===== src/rtl/ring_meas_pkg.sv =====
// Shared definitions for the ring-oscillator frequency meter: FSM encoding,
// default parameter values and the drop-compare helper.
package ring_meas_pkg;

  typedef enum logic [1:0] {
    ST_IDLE = 2'd0,
    ST_GATE = 2'd1,
    ST_HOLD = 2'd2
  } meas_state_e;

  localparam int DEF_GATE_CYCLES = 48000;
  localparam int DEF_CNT_W       = 20;
  localparam int DEF_DROP_THRESH = 5;

  // Operands arrive zero-extended to 33 bits, so new + threshold cannot wrap.
  function automatic logic is_drop(input logic [32:0] prev_ext,
                                   input logic [32:0] new_ext,
                                   input logic [32:0] thr_ext);
    return (prev_ext > (new_ext + thr_ext));
  endfunction

endpackage


===== src/rtl/ring_freq_meter_if.sv =====
// Result handshake bundle: the meter presents count and flags with valid,
// the consumer answers with ready.
interface ring_freq_meter_if #(
  parameter int CNT_W = 20
) ();
  logic [CNT_W-1:0] meas_count;
  logic             meas_valid;
  logic             meas_ready;
  logic             overflow;
  logic             drop_flag;

  modport master (
    output meas_count,
    output meas_valid,
    output overflow,
    output drop_flag,
    input  meas_ready
  );

  modport slave (
    input  meas_count,
    input  meas_valid,
    input  overflow,
    input  drop_flag,
    output meas_ready
  );
endinterface


===== src/rtl/ring_edge_sync.sv =====
// Brings the asynchronous prescaled oscillator into the clk48 domain and
// produces a one-cycle pulse per rising edge.
module ring_edge_sync (
  input  logic clk,
  input  logic rst,
  input  logic async_in,
  output logic edge_pulse
);

  // sync_q[0] = first stage, sync_q[1] = stable stage, sync_q[2] = delayed copy
  logic [2:0] sync_q;
  logic [2:0] sync_d;

  // Shift the raw input through the synchroniser chain.
  always_comb begin
    sync_d = {sync_q[1:0], async_in};
  end

  // Synchroniser registers, cleared by reset.
  always_ff @(posedge clk) begin
    if (rst) begin
      sync_q <= 3'b000;
    end else begin
      sync_q <= sync_d;
    end
  end

  assign edge_pulse = sync_q[1] & ~sync_q[2];

endmodule


===== src/rtl/ring_freq_meter.sv =====
// Ring-oscillator frequency meter: counts synchronised rising edges over a
// fixed gate of clk48 cycles and hands the result out over valid/ready,
// with saturation and frequency-drop flags.
module ring_freq_meter
  import ring_meas_pkg::*;
#(
  parameter int GATE_CYCLES = DEF_GATE_CYCLES,
  parameter int CNT_W       = DEF_CNT_W,
  parameter int DROP_THRESH = DEF_DROP_THRESH
) (
  input  logic                      clk48,
  input  logic                      rst,
  input  logic                      ring_in,
  input  logic                      enable,
  output logic                      busy,
  ring_freq_meter_if.master         meas_if
);

  localparam int GW = (GATE_CYCLES > 1) ? $clog2(GATE_CYCLES) : 1;
  localparam logic [GW-1:0]    GATE_LAST = GW'(GATE_CYCLES - 1);
  localparam logic [CNT_W-1:0] CNT_MAX   = {CNT_W{1'b1}};
  localparam logic [32:0]      THR_EXT   = 33'(DROP_THRESH);

  logic edge_pulse;

  meas_state_e      state_q, state_d;
  logic [GW-1:0]    gate_cnt_q, gate_cnt_d;
  logic [CNT_W-1:0] edge_cnt_q, edge_cnt_d;
  logic             ovf_q, ovf_d;
  logic [CNT_W-1:0] count_q, count_d;
  logic             valid_q, valid_d;
  logic             ovf_out_q, ovf_out_d;
  logic             drop_q, drop_d;
  logic [CNT_W-1:0] prev_q, prev_d;
  logic             have_prev_q, have_prev_d;
  logic             busy_q, busy_d;

  logic             edge_sat_s;
  logic [CNT_W-1:0] edge_cnt_inc_s;

  ring_edge_sync u_sync (
    .clk        (clk48),
    .rst        (rst),
    .async_in   (ring_in),
    .edge_pulse (edge_pulse)
  );

  // Saturating increment of the edge counter; an edge at all-ones saturates.
  always_comb begin
    edge_sat_s     = edge_pulse & (edge_cnt_q == CNT_MAX);
    edge_cnt_inc_s = edge_cnt_q;
    if (edge_pulse && !edge_sat_s) begin
      edge_cnt_inc_s = edge_cnt_q + {{(CNT_W-1){1'b0}}, 1'b1};
    end else begin
      edge_cnt_inc_s = edge_cnt_q;
    end
  end

  // Gate/hold sequencing, result capture and drop comparison.
  always_comb begin
    state_d     = state_q;
    gate_cnt_d  = gate_cnt_q;
    edge_cnt_d  = edge_cnt_q;
    ovf_d       = ovf_q;
    count_d     = count_q;
    valid_d     = valid_q;
    ovf_out_d   = ovf_out_q;
    drop_d      = drop_q;
    prev_d      = prev_q;
    have_prev_d = have_prev_q;

    case (state_q)
      ST_IDLE: begin
        gate_cnt_d = {GW{1'b0}};
        edge_cnt_d = {CNT_W{1'b0}};
        ovf_d      = 1'b0;
        if (enable) begin
          state_d = ST_GATE;
        end else begin
          state_d = ST_IDLE;
        end
      end

      ST_GATE: begin
        if (!enable) begin
          // Abort: the partial gate is discarded, no result is presented.
          state_d = ST_IDLE;
        end else if (gate_cnt_q == GATE_LAST) begin
          // An edge in the final gate cycle still belongs to this gate.
          count_d     = edge_cnt_inc_s;
          ovf_out_d   = ovf_q | edge_sat_s;
          valid_d     = 1'b1;
          drop_d      = have_prev_q &&
                        is_drop(33'(prev_q), 33'(edge_cnt_inc_s), THR_EXT);
          prev_d      = edge_cnt_inc_s;
          have_prev_d = 1'b1;
          state_d     = ST_HOLD;
        end else begin
          gate_cnt_d = gate_cnt_q + {{(GW-1){1'b0}}, 1'b1};
          edge_cnt_d = edge_cnt_inc_s;
          ovf_d      = ovf_q | edge_sat_s;
          state_d    = ST_GATE;
        end
      end

      ST_HOLD: begin
        if (valid_q && meas_if.meas_ready) begin
          valid_d    = 1'b0;
          gate_cnt_d = {GW{1'b0}};
          edge_cnt_d = {CNT_W{1'b0}};
          ovf_d      = 1'b0;
          if (enable) begin
            state_d = ST_GATE;
          end else begin
            state_d = ST_IDLE;
          end
        end else begin
          state_d = ST_HOLD;
        end
      end

      default: begin
        state_d    = ST_IDLE;
        gate_cnt_d = {GW{1'b0}};
        edge_cnt_d = {CNT_W{1'b0}};
        ovf_d      = 1'b0;
        valid_d    = 1'b0;
      end
    endcase

    busy_d = (state_d != ST_IDLE);
  end

  // State, counters and result registers; reset discards any gate in flight.
  always_ff @(posedge clk48) begin
    if (rst) begin
      state_q     <= ST_IDLE;
      gate_cnt_q  <= {GW{1'b0}};
      edge_cnt_q  <= {CNT_W{1'b0}};
      ovf_q       <= 1'b0;
      count_q     <= {CNT_W{1'b0}};
      valid_q     <= 1'b0;
      ovf_out_q   <= 1'b0;
      drop_q      <= 1'b0;
      prev_q      <= {CNT_W{1'b0}};
      have_prev_q <= 1'b0;
      busy_q      <= 1'b0;
    end else begin
      state_q     <= state_d;
      gate_cnt_q  <= gate_cnt_d;
      edge_cnt_q  <= edge_cnt_d;
      ovf_q       <= ovf_d;
      count_q     <= count_d;
      valid_q     <= valid_d;
      ovf_out_q   <= ovf_out_d;
      drop_q      <= drop_d;
      prev_q      <= prev_d;
      have_prev_q <= have_prev_d;
      busy_q      <= busy_d;
    end
  end

  assign meas_if.meas_count = count_q;
  assign meas_if.meas_valid = valid_q;
  assign meas_if.overflow   = ovf_out_q;
  assign meas_if.drop_flag  = drop_q;
  assign busy               = busy_q;

endmodule


===== src/flat_wrapper.sv =====
// flat-port wrapper written by rule: the top's interface ports become plain ports
module ring_freq_meter_flat import ring_meas_pkg::*;
#(
  parameter int GATE_CYCLES = DEF_GATE_CYCLES,
  parameter int CNT_W       = DEF_CNT_W,
  parameter int DROP_THRESH = DEF_DROP_THRESH
)
  (clk48, rst, ring_in, enable, busy, meas_if_meas_count, meas_if_meas_valid, meas_if_overflow, meas_if_drop_flag, meas_if_meas_ready);
  ring_freq_meter_if #(.CNT_W(CNT_W)) meas_if_i ();
  input  logic clk48;
  input  logic rst;
  input  logic ring_in;
  input  logic enable;
  output logic busy;
  output wire logic [$bits(meas_if_i.meas_count)-1:0] meas_if_meas_count;
  output wire logic [$bits(meas_if_i.meas_valid)-1:0] meas_if_meas_valid;
  output wire logic [$bits(meas_if_i.overflow)-1:0] meas_if_overflow;
  output wire logic [$bits(meas_if_i.drop_flag)-1:0] meas_if_drop_flag;
  input wire logic [$bits(meas_if_i.meas_ready)-1:0] meas_if_meas_ready;
  assign meas_if_meas_count = meas_if_i.meas_count;
  assign meas_if_meas_valid = meas_if_i.meas_valid;
  assign meas_if_overflow = meas_if_i.overflow;
  assign meas_if_drop_flag = meas_if_i.drop_flag;
  assign meas_if_i.meas_ready = meas_if_meas_ready;
  ring_freq_meter #(.GATE_CYCLES(GATE_CYCLES), .CNT_W(CNT_W), .DROP_THRESH(DROP_THRESH)) u_core (.clk48(clk48), .rst(rst), .ring_in(ring_in), .enable(enable), .busy(busy), .meas_if(meas_if_i));
endmodule

===== config.mk =====
export PLATFORM = sky130hd
export DESIGN_NAME = ring_freq_meter_flat
export DESIGN_NICKNAME = d
export VERILOG_FILES = /design/src/rtl/ring_meas_pkg.sv /design/src/rtl/ring_freq_meter_if.sv /design/src/rtl/ring_edge_sync.sv /design/src/rtl/ring_freq_meter.sv /design/src/flat_wrapper.sv
export SDC_FILE = /design/constraint.sdc
export NUM_CORES = 1
export LEC_CHECK = 0
export ABC_CLOCK_PERIOD_IN_PS = 7380
export CORE_ASPECT_RATIO = 0.8
export CORE_MARGIN = 2
export CORE_UTILIZATION = 50
export DETAILED_ROUTE_END_ITERATION = 8
export DONT_BUFFER_PORTS = 1
export HOLD_SLACK_MARGIN = 0.05
export PLACE_DENSITY = 0.74
export SKIP_LAST_GASP = 1
export SYNTH_ARGS = -nofsm -noshare
export SYNTH_HDL_FRONTEND = slang
export SYNTH_SLANG_ARGS = --single-unit

===== constraint.sdc =====
create_clock -name clk48 -period 7.38 [get_ports clk48]
set_input_delay 1.476 -clock clk48 [delete_from_list [all_inputs] [get_ports clk48]]
set_output_delay 1.476 -clock clk48 [all_outputs]
set_load 0.01 [all_outputs]

==> Yosys cells after proc, flatten, opt, wreduce, memory -nomap -nowiden <==
Index checks and enable logic that the tools add are counted.
{ "totals": {"reg_bits": 67, "wordCells": 58} }
{ "op_classes": {"n_addsub": 3, "n_lt_le_gt_ge": 1, "eq_ne": 8, "mux": 21, "bitwise": 5, "n_reduce_logical": 9} }
{ "op_table": {"columns": ["cell", "count"], "rows": [
  ["two-way mux 20 bit", 4],
  ["two-way mux 16 bit", 3],
  ["one-hot mux 20 bit (2 select lines)", 1],
  ["> comparator 20 x 33 -> 1 bit", 1],
  ["one-hot mux 16 bit (2 select lines)", 1],
  ["adder 20 x 3 -> 21 bit (second input constant)", 1],
  ["adder 20 x 1 -> 20 bit (second input constant)", 1],
  ["== test 20 bit (second input constant)", 1],
  ["adder 16 x 1 -> 16 bit (second input constant)", 1],
  ["== test 16 bit (second input constant)", 1],
  ["two-way mux 1 bit", 6],
  ["two-way mux 2 bit", 3],
  ["one-hot mux 2 bit (3 select lines)", 1],
  ["AND reduction 3 bit", 2],
  ["inequality test 2 x 1 -> 1 bit (second input constant)", 2],
  ["inequality test 2 bit (second input constant)", 2],
  ["AND reduction 4 bit", 1],
  ["logical AND 1 bit", 3],
  ["one-hot mux 1 bit (3 select lines)", 1],
  ["AND 1 bit", 2],
  ["== test 2 x 1 -> 1 bit (second input constant)", 1],
  ["== test 2 bit (second input constant)", 1],
  ["logical NOT 2 bit", 1],
  ["NOT 1 bit", 2],
  ["4 further kinds", 4]
]} }

==> Logic depth before layout (Yosys ltp) <==
{ "depth": {"depth_word": 9, "ltp_mapped": 22, "mapped_depth_nobuf": 21} }

==> Hierarchy <==
A second synthesis with hierarchy kept.
{ "unflattened": {"hier_cells": 533, "hier_area_um2": 4244.1} }
{ "modules_own_cells": {"columns": ["mod", "instances", "cells_each", "area_each_um2", "seq_area_each_um2"], "rows": [
  ["ring_freq_meter", 1, 526, 4156.5, 1281.2],
  ["ring_edge_sync", 1, 7, 87.6, 60.1]
]} }

==> Least setup slack after synthesis <==
Ideal clock, no wire load.
{ "synth_timing": {"path_kind": "register to register", "start": "reg u_core.edge_cnt_q[0]", "end": "reg u_core.drop_q (netlist: u_core.meas_if.drop_flag)", "setup_ps": 120, "arrival_ps": 3713, "t_required_ps": 7260, "path_slack_ps": 3548, "path_stages_with_launch": 21, "path_buffers": 0, "period_less_slack_ps": 3832, "cell_sequence": "dfxtp_1 -> ha_1 -> and3_1 -> nand4_1 -> nor2_1 -> nor2_1 -> mux2_2 -> ha_1 -> a311o_1 -> o21ai_1 -> nor3_4 -> nand4_1 -> xor2_1 -> ha_1 -> a21o_1 -> a21o_1 -> a21oi_1 -> o21ai_0 -> nand3_1 -> a311oi_1 -> o31a_1"} }
{ "synth_via": {"elab_chain_len": 8, "word_cells_on_any_way": 9, "cone_classes": "2 x add/sub; 1 x order compare; 1 x eq/ne; 1 x mux; 1 x bitwise; 3 x reduce/logical"} }
{ "synth_rtl": {"columns": ["item", "line_no", "text"], "rows": [
  ["start, declared", "ring_freq_meter.sv:28", "logic [CNT_W-1:0] edge_cnt_q, edge_cnt_d;"],
  ["start signal, assigned", "ring_freq_meter.sv:139", "edge_cnt_q <= {CNT_W{1'b0}};"],
  ["start signal, assigned", "ring_freq_meter.sv:151", "edge_cnt_q <= edge_cnt_d;"],
  ["parallel branches: the longest is 4 deep, another holds adder 20 x 1 -> 20 bit", null, null],
  ["two-way mux 20 bit (*)", "ring_freq_meter.sv:52", "if (edge_pulse && !edge_sat_s) begin"],
  ["via u_core.edge_cnt_inc_s[1]", "ring_freq_meter.sv:39", "logic [CNT_W-1:0] edge_cnt_inc_s;"],
  ["adder 20 x 3 -> 21 bit (*)", "ring_meas_pkg.sv:19", "return (prev_ext > (new_ext + thr_ext));"],
  ["> comparator 20 x 33 -> 1 bit (*)", "ring_meas_pkg.sv:19", null],
  ["logical AND 1 bit (*)", "ring_freq_meter.sv:93", "drop_d = have_prev_q &&"],
  ["end signal, assigned", "ring_freq_meter.sv:156", "drop_q <= drop_d;"],
  ["end, declared", "ring_freq_meter.sv:33", "logic drop_q, drop_d;"]
]} }
Mark *: on every way through the listed nets, which the timed path passes.
A chain may end at the register's enable or synchronous reset.

==> Worst setup path in the final report <==
{ "layout_timing": {"start": "reg u_core.edge_cnt_q[13]", "end": "reg u_core.drop_q (netlist: u_core.meas_if.drop_flag)"} }
{ "layout_via": {"elab_chain_len": 8, "word_cells_on_any_way": 9, "cone_classes": "2 x add/sub; 1 x order compare; 1 x eq/ne; 1 x mux; 1 x bitwise; 3 x reduce/logical"} }
{ "layout_rtl": {"columns": ["item", "line_no", "text"], "rows": [
  ["== test 20 bit", "ring_freq_meter.sv:50", "edge_sat_s = edge_pulse & (edge_cnt_q == CNT_MAX);"],
  ["AND 1 bit", "ring_freq_meter.sv:50", null],
  ["logical NOT 1 bit", "ring_freq_meter.sv:52", null],
  ["logical AND 1 bit", "ring_freq_meter.sv:52", null],
  ["two-way mux 20 bit", "ring_freq_meter.sv:52", null],
  ["via u_core.edge_cnt_inc_s[1]", "ring_freq_meter.sv:39", null],
  ["adder 20 x 3 -> 21 bit", "ring_meas_pkg.sv:19", null],
  ["> comparator 20 x 33 -> 1 bit", "ring_meas_pkg.sv:19", null],
  ["logical AND 1 bit", "ring_freq_meter.sv:93", null]
]} }
The timed path passes the listed nets, and every way through them passes these cells.

==> results.md <==
- GR Layer Usage met2: 36.2%
- PortBufs: 0
- Busiest layer in global routing: met2
- Critical path data required time: 7.68 ns
- Slew headroom: 16.3%
- Fin. max-slew vios: 0
- Worst-path clk slew: 0.08 ns
- Met1 Track Usage GR: 30.0%
- Sum Neg Setup Slack: 0 ns
- Synth Area in Compound Gates: 17.2%
- CTS tree: built
- Routability Congestion: 0.913
- Die X: 107 um
- Worst hold path class: reg2reg
- Io pins: 29
- Share of cells above drive strength 1: 7.41%
- Deepest clock path buffer count: 2
- Comb pwr share: 2.1%
- Synth Area in Simple Gates: 31.5%
- CTS buffer count: 9
- Synthesized instance count: 526
- Startpoint types: flop
- Vias: 3,824
- Mux cell area share after synthesis: 0.768%
- Via density: 6.16
- Area growth, synth to finish: 4.52%
- Total Routing Usage GR: 23.1%
- Status: finished, final reports clean
- Sw Pwr: 0.000164 W
- Post-synth top area cell: dfxtp_1
- Count leader, synth: nor2_1
- Top-area cell type share of the netlist area: 31.7%
- Largest family of logic cells by synthesized area: simple AND/OR/NAND/NOR gates
- Clock H-tree levels: 3
- Sequential power share: 54.8%
- Initial Util: 52.3%
- DP Wirelength: 7.35 mm
- EDFF count, synth: 0
- Yosys warns: 0
- Syn_area_per_cell: 8.05 sq um
- Post-Synth Adder-Cell Area: 6.80%
- Post-CTS setup buffers: 0
- Core ar.: 0.00809 sq mm
- Initial drt markers: 294
- CP endpoint kind: flop
- Routed Wire Length: 10.4 mm
- Measured slew at the worst slew-check pin: 1.26 ns
- #FFs+latches synth: 67
- P_int: 0.000499 W
- Final setup viols: 0
- Die area: 0.00922 sq mm
- Sw Share: 24.8%
- Fin nets: 536
- Unrepaired setup endpoints after global routing: no
- Pwr per Cell Area: 150 mW/mm^2
- Async S/R FF share, synth: 0%
- Clock power share: 43.0%
- Sequential area share after synthesis: 31.7%
- Top_reg_cell synth: dfxtp_1
- Final worst path period share: 61.3%
- Cell area after synthesis: 0.00423 sq mm
- Largest net degree at the start of global routing: 53
- Worst Skew: 0.0103 ns
- # rows: 29
- GR Util met3: 7.89%
- Crit Path Class: reg2reg
- Top post-synthesis cells by area: dfxtp_1 (32%), nor2_1 (7.7%), ha_1 (6.8%)
- Fmax achieved: 221 MHz
- First-pass GRT wire length: 17.0 mm
- DRC viols: 0
- Top cells by count, synth: nor2_1 (87), dfxtp_1 (67), nand2_1 (35)
- Max-cap viol count: 0
- Detailed-route wire length per cell: 16.8 um
- Clk_lat worst skew: 0.35 ns
- Total grt overflow: 0
- Min Tclk post-route: 4.52 ns
- Largest fanout on the critical path: 10
- # hold bufs at CTS: 0
- Syn_nets: 554
- Peak VDD IR: 0.0583 mV
- Post-route ant nets: 0
- Initial antenna violation count: 0
- XOR/XNOR Fraction of Synth Area: 8.27%
- Vias in the first global route: 3,453
- Synth unique cells: 60
- Worst Path Arrival: 4.82 ns
- Lkg Pwr: 1.59 nW
- Die H: 86.3 um
- Cts repair resizes: 0
- Final hold violations: 0
- Fin util: 54.7%
- Clk sink count: 67
- Inserted Diodes: 0
- CTS Root Cell: clkbuf_8
- Detailed Routing Iterations Pass 1: 5
-- final timing paths --
| kind | endpoint | depth (start not counted) | slack [ns] | startpoint |
|---|---|---|---|---|
| setup / recovery | u_core.meas_if.drop_flag | 17 | 2.86 | u_core.edge_cnt_q[13] |
| hold / removal | u_core.u_sync.sync_q[1] | 1 | 0.44 | u_core.u_sync.sync_q[0] |
| setup reg to reg | u_core.meas_if.drop_flag | 17 | 2.86 | u_core.edge_cnt_q[13] |
| hold reg to reg | u_core.u_sync.sync_q[1] | 1 | 0.44 | u_core.u_sync.sync_q[0] |
-- flip-flops by register name (all words and copies together) (netlist names) --
signal and cells:
u_core.busy 1, u_core.edge_cnt_q 20, u_core.gate_cnt_q 16, u_core.have_prev_q 1, u_core.meas_if.drop_flag 1, u_core.meas_if.meas_count 20, u_core.meas_if.meas_valid 1, u_core.meas_if.overflow 1
u_core.ovf_q 1, u_core.state_q 2, u_core.u_sync.sync_q 3
-- power groups by stage --
stage	clock network [W]	registers [W]	logic, W
finish	0.000286	0.000364	0.0000143
global route	0.000307	0.000364	0.0000157
CTS	0.000291	0.000364	0.0000140
detailed placement	0	0.000372	0.0000140
global placement	0	0.000372	0.0000138
floorplan	0	0.000372	0.0000149
-- critical path, cell delays in order (launching register included) --
cell	delay [ns]
dfxtp_1	0.51
and4_1	0.44
nand4_1	0.20
nor2_1	0.37
nor2_1	0.15
mux2_2	0.28
ha_1	0.22
a311o_1	0.15
o21ai_1	0.12
nor3_4	0.31
nand4_1	0.16
xor2_1	0.18
ha_1	0.32
nand4_1	0.13
nor3_1	0.29
o211ai_1	0.16
a311oi_1	0.30
o31a_1	0.17
-- layer usage --
metal / vias to the layer above / wire, um
met5: - / 0
met4: 0 / 216
met3: 20 / 804
met2: 136 / 4650
met1: 1798 / 4760
li1: 1870 / -
-- final cells by class --
type	count	area [sq um]
Fill cell	755	3670
Multi-Input combinational cell	422	2730
Sequential cell	67	1340
Clock buffer	11	141
Tap cell	108	135
Clock inverter	5	37.5
Inverter	6	22.5
Timing Repair Buffer	2	15.0
-- metrics by stage --
step / worst slack (ns) / hold slack, ns / instance area [sq um] / total power [W] / cells
final: 2.86 / 0.444 / 4430 / 0.000664 / 621
after global routing: 2.49 / 0.462 / 4430 / 0.000687 / 621
after CTS: 2.97 / 0.452 / 4430 / 0.000669 / 621
after detailed placement: 3.00 / 0.440 / 4250 / 0.000386 / 605
after global placement: 3.22 / 0.438 / 4250 / 0.000386 / 605
after floorplan: 3.55 / 0.414 / 4230 / 0.000387 / 526
-- cell usage in the layout, fill, tap and decap left out, types with 5 or more instances in the layout --
cell	synthesis	layout
xor2_1	14	14
a21oi_1	27	27
nor3_1	19	19
xnor2_1	26	26
or3_1	5	5
inv_1	6	6
and2_1	5	5
a22oi_1	9	9
and3_1	6	6
a211oi_1	11	11
nor2_1	87	87
nor4_1	10	10
o21ai_0	15	15
ha_1	23	23
nand3_1	20	20
nand2_1	35	35
nand2b_1	5	5
and4_1	5	5
nor2b_1	6	6
nand4_1	20	20
a31oi_1	5	5
a21o_1	9	9
dfxtp_1	67	67
clkbuf_8	0	10
-- cells by family after synthesis --
logic type | Yosys count
AND/OR/NAND/NOR | 248
AO/OA/AOI/OAI | 108
flip-flops | 67
XOR/XNOR | 40
buffers and inverters | 37
adder cells (fa/ha/maj) | 23
multiplexers | 3
No activity file was read; power rests on OpenSTA's default activity.
